--- src/rtl/div_ctrl.sv ---
// Division sequencer: hands operand magnitudes to an external divider core,
// restores the result signs into HI/LO, and owns the direct HI/LO writes.
module div_ctrl (
   input  logic        clock,
   input  logic        reset,
   input  logic        req,
   input  logic        sign_op,
   input  logic [31:0] a,
   input  logic [31:0] b,
   input  logic        flush,
   input  logic        hi_we,
   input  logic        lo_we,
   input  logic [31:0] wdata,
   output logic        ready,
   output logic        stall,
   output logic        done,
   output logic [31:0] hi,
   output logic [31:0] lo,
   output logic        div_start,
   output logic [31:0] div_dividend,
   output logic [31:0] div_divisor,
   input  logic        div_busy,
   input  logic [31:0] div_q,
   input  logic [31:0] div_r,
   output logic [1:0]  dbg_state
);

   // Handshake: a request is taken on any rising edge where req && ready.
   // ready is high only in IDLE (including the done cycle); nothing is queued.
   typedef enum logic [1:0] {
      IDLE  = 2'd0,
      START = 2'd1,
      WAIT  = 2'd2
   } state_t;

   state_t      state;
   state_t      state_nxt;
   logic        accept;
   logic        finish;
   logic        b_zero;
   logic        q_neg;
   logic        r_neg;
   logic [31:0] a_mag;
   logic [31:0] b_mag;

   assign b_zero    = (b == 32'd0);
   assign a_mag     = (sign_op && a[31]) ? (32'd0 - a) : a;
   assign b_mag     = (sign_op && b[31]) ? (32'd0 - b) : b;
   assign stall     = ~ready;
   assign dbg_state = state;

   always_comb begin
      state_nxt = state;
      ready     = 1'b0;
      div_start = 1'b0;
      accept    = 1'b0;
      finish    = 1'b0;
      case (state)
         IDLE: begin
            ready  = 1'b1;
            accept = req;
            if (req && !b_zero) state_nxt = START;
         end
         START: begin
            if (flush) begin
               state_nxt = IDLE;
            end else begin
               div_start = 1'b1;
               state_nxt = WAIT;
            end
         end
         WAIT: begin
            if (flush) begin
               state_nxt = IDLE;
            end else if (!div_busy) begin
               finish    = 1'b1;
               state_nxt = IDLE;
            end
         end
         default: state_nxt = IDLE;
      endcase
   end

   always_ff @(posedge clock or posedge reset) begin
      if (reset) state <= IDLE;
      else       state <= state_nxt;
   end

   // Operand registers only change at accept, so the core sees stable inputs
   // from START until WAIT is left.
   always_ff @(posedge clock or posedge reset) begin
      if (reset) begin
         div_dividend <= 32'd0;
         div_divisor  <= 32'd0;
         q_neg        <= 1'b0;
         r_neg        <= 1'b0;
         hi           <= 32'd0;
         lo           <= 32'd0;
         done         <= 1'b0;
      end else begin
         done <= 1'b0;
         if (accept) begin
            if (b_zero) begin
               lo   <= 32'hFFFF_FFFF;
               hi   <= a;
               done <= 1'b1;
            end else begin
               div_dividend <= a_mag;
               div_divisor  <= b_mag;
               q_neg        <= sign_op & (a[31] ^ b[31]);
               r_neg        <= sign_op & a[31];
            end
         end else if (finish) begin
            lo   <= q_neg ? (32'd0 - div_q) : div_q;
            hi   <= r_neg ? (32'd0 - div_r) : div_r;
            done <= 1'b1;
         end else if (state == IDLE) begin
            if (hi_we) hi <= wdata;
            if (lo_we) lo <= wdata;
         end
      end
   end

endmodule

--- config.mk ---
export PLATFORM = sky130hd
export DESIGN_NAME = div_ctrl
export DESIGN_NICKNAME = d
export VERILOG_FILES = /design/src/rtl/div_ctrl.sv
export SDC_FILE = /design/constraint.sdc
export NUM_CORES = 1
export LEC_CHECK = 0
export BUFFER_PORTS_ARGS = -buffer_cell sky130_fd_sc_hd__buf_2
export CORE_UTILIZATION = 35
export CTS_BUF_LIST = sky130_fd_sc_hd__clkbuf_4 sky130_fd_sc_hd__clkbuf_8
export CTS_CLUSTER_SIZE = 25
export DETAILED_ROUTE_END_ITERATION = 10
export GPL_TIMING_DRIVEN = 0
export HOLD_SLACK_MARGIN = 0.15
export SLEW_MARGIN = 20
export SYNTH_ARGS = -nofsm -noshare
export SYNTH_HDL_FRONTEND = slang
export SYNTH_SLANG_ARGS = --single-unit
--- constraint.sdc ---
create_clock -name clock -period 11.9 [get_ports clock]
set_input_delay 1.19 -clock clock [delete_from_list [all_inputs] [get_ports clock]]
set_output_delay 1.19 -clock clock [all_outputs]
set_load 0.05 [all_outputs]
==> impl_metrics.json <==
{
  "die-area_um2": 24700,
  "drv_slew": 0,
  "hold_path.class": "flip-flop to flip-flop",
  "layout.nets": 1481,
  "cp_max_fo": 10,
  "drt-pass1-iter-count": 5,
  "final_common_cell": "buf_2",
  "nFillCells": 2474,
  "yosys.area.top_type": "dfrtp_1",
  "period_share_pct": 31.0,
  "netlist_instances": 989,
  "p_leak_nw": 4.68,
  "grt_overflow": 0,
  "grt_first_pass_wirelength_um": 49500,
  "drt_iter0_markers": 667,
  "wl_per_cell_um": 20.3,
  "critPathCaptureType": "flip-flop",
  "gp_congestion": 0.958,
  "yosys.area.top_type_share_pct": 39.5,
  "syn2layout_area_growth_pct": 27.6,
  "cts_resized": 0,
  "ys_seq_area_share_pct": 39.5,
  "ys_warn_count": 0,
  "crit_family": "simple AND/OR/NAND/NOR gates",
  "crit_top_cell": "clkbuf_1",
  "ys_ff_latch": 133,
  "antenna_left": 0,
  "clk_transition_reported_paths_ns": 0.09,
  "drive_gt1_share_pct": 28.4,
  "multi_input_area_um2": 4720,
  "root_buffer": "clkbuf_8",
  "status": "completed",
  "cts_sinks": 133,
  "power_density_nw_per_um2": 175,
  "slowest_delay_ns": 0.69,
  "postCtsSetupBuffers": 0,
  "cts-hold-fix-buffers": 0,
  "synth_cell_types": 62,
  "skew_ns": 0.0155,
  "synth_edf_count": 0,
  "grt_usage_pct": 27.2,
  "setup_tns_ns": 0,
  "grt_pass1_vias": 8453,
  "routed_wl_um": 33500,
  "cts_made_buffers": 17,
  "maxSlewHeadroom_pct": 33.3,
  "yosys-top-cells-area": "dfrtp_1 (40%), o21ai_0 (7.2%), xor2_1 (6.2%), nand2_1 (6.1%), xnor2_1 (5.3%)",
  "rows": 56,
  "htreeDepth": 4,
  "fmax_mhz": 271,
  "die_h_um": 157,
  "start_util_pct": 35.8,
  "worstMarginPinSlew_ns": 0.992,
  "synth_nets": 1161,
  "netlist_area_um2": 8420,
  "antenna_found_initial": 12,
  "cts_tree": "yes",
  "path_class": "input port to flip-flop",
  "cp_data_required_time_ns": 12.21,
  "io_pins": 302,
  "crit_buf_inv": 3,
  "drc": 0,
  "clk_latency_ns": 0.45,
  "whs_ns": 0.472,
  "cts_buffer_depth": 2,
  "path_cells": "buf_2 -> nor3b_1 -> nand3_1 -> nor4_2 -> nor3_1 -> clkbuf_1 -> clkbuf_1 -> nand2_1 -> o21ai_0",
  "vdd_drop_max_uv": 88.7,
  "hpwl_um": 26800,
  "core_area_um2": 23500,
  "crit_path_top_delay_cell": "nor4_2",
  "critPathLaunchType": "input port",
  "maxCapViolations": 0,
  "avgSynthCellArea_um2": 8.51,
  "arrival_ns": 4.00,
  "seq_area_um2": 3330,
  "postLayoutCoreUtil_pct": 45.6,
  "port_buffers": 300,
  "die_w_um": 157,
  "hold_viol_final": 0,
  "vias": 8882,
  "min_period_ns": 3.69,
  "via_per_inst": 5.37,
  "ys_async_sr_fraction_pct": 100,
  "grt_max_degree": 94,
  "synth_flop_cell": "dfrtp_1",
  "mostFrequentLayoutCells": "buf_2 (305), nand2_1 (136), dfrtp_1 (133), o21ai_0 (121), nor2_1 (76)",
  "setup_viol": 0,
  "rsz0062_at_grt": "false"
}
[metal layers]
layer	GRT usage (%)	vias to the layer above	share of wire, %
li1	-	4258	-
met1	36.5	4186	43
met2	42.7	387	46
met3	5.31	49	8.0
met4	11.0	2	3.1
met5	0	-	0.033
[per-stage QoR]
step / cells / area (um2) / power (mW) / setup WS, ns
floorplan: 989 / 8420 / 1.26 / 7.16
global placement: 1608 / 10300 / 1.52 / 5.37
finish: 1653 / 10700 / 1.88 / 8.21
CTS: 1641 / 10700 / 1.89 / 8.28
global route: 1648 / 10700 / 1.98 / 7.97
detailed placement: 1609 / 10400 / 1.53 / 7.81
[worst reg2reg max path: stages (launching register included)]
cell and delay, ns:
dfrtp_1 0.47, nor3b_1 0.68, nand3_1 0.33, nor4_2 0.69, nor3_1 0.12, clkbuf_1 0.29, clkbuf_1 0.34, nand2_1 0.14
o21ai_0 0.09
[area by class of cell]
type                    instances  area share (%)
inverters                      16           0.629
multi-input cells             775            43.9
flip-flops and latches        133            31.0
clock inverters                14           0.955
diodes                         12           0.280
clock buffers                  18            2.31
repair buffers                301            14.2
well taps                     319            3.72
plain buffers                  65            2.96
[flip-flops by register name, indices dropped and copies added, names as in the netlist]
register      flops
div_dividend     32
lo               32
done              1
dbg_state         2
r_neg             1
hi               32
q_neg             1
div_divisor      32
[synth_stat cells (8+ instances only)]
master and count:
o22ai_1 11, nor2_1 76, xnor2_1 51, nand2_1 136, buf_6 8, nor3_1 23, dfrtp_1 133, nor4_1 15
a211oi_1 10, nand2b_1 9, o21ai_0 121, a21oi_1 69, o41ai_1 21, or3_1 11, xor2_1 60, inv_1 15
o31ai_1 23, o221ai_1 11, clkbuf_1 47, a31oi_1 12, or4_1 16
[cells by family (layout without fill, tap and decap cells)]
logic type,after synthesis,count (layout),synth area share [%]
simple gates,333,333,19.1
buf+inv,81,414,4.49
flops,133,133,39.5
mux,9,9,1.10
other cells,0,12,0
fa+ha+maj,4,4,0.595
xor+xnor,111,111,11.5
compound gates,318,318,23.7
[final timing paths]
| kind | depth (start not counted) | slack, ns | endpoint | startpoint |
|---|---|---|---|---|
| max reg2reg | 8 | 8.61 | hi[3]$_DFFE_PP0P_ | dbg_state[1]$_DFFE_PP0P_ |
| max in group asynchronous | 3 | 10.41 | lo[13]$_DFFE_PP0P_ | reset |
| min reg2reg | 2 | 0.47 | lo[6]$_DFFE_PP0P_ | lo[6]$_DFFE_PP0P_ |
| min in group asynchronous | 2 | 0.71 | div_divisor[5]$_DFFE_PP0P_ | reset |
| max | 9 | 8.21 | hi[3]$_DFFE_PP0P_ | req |
| min | 2 | 0.47 | lo[6]$_DFFE_PP0P_ | lo[6]$_DFFE_PP0P_ |
[power by group]
group	internal [mW]	total, mW	switching, mW	leakage, nW
logic	0.218	0.895	0.677	2.90
clock network	0.151	0.359	0.208	0.172
registers	0.563	0.627	0.0641	1.60
total	0.932	1.88	0.949	4.68
No activity file was read; power rests on OpenSTA's default activity.
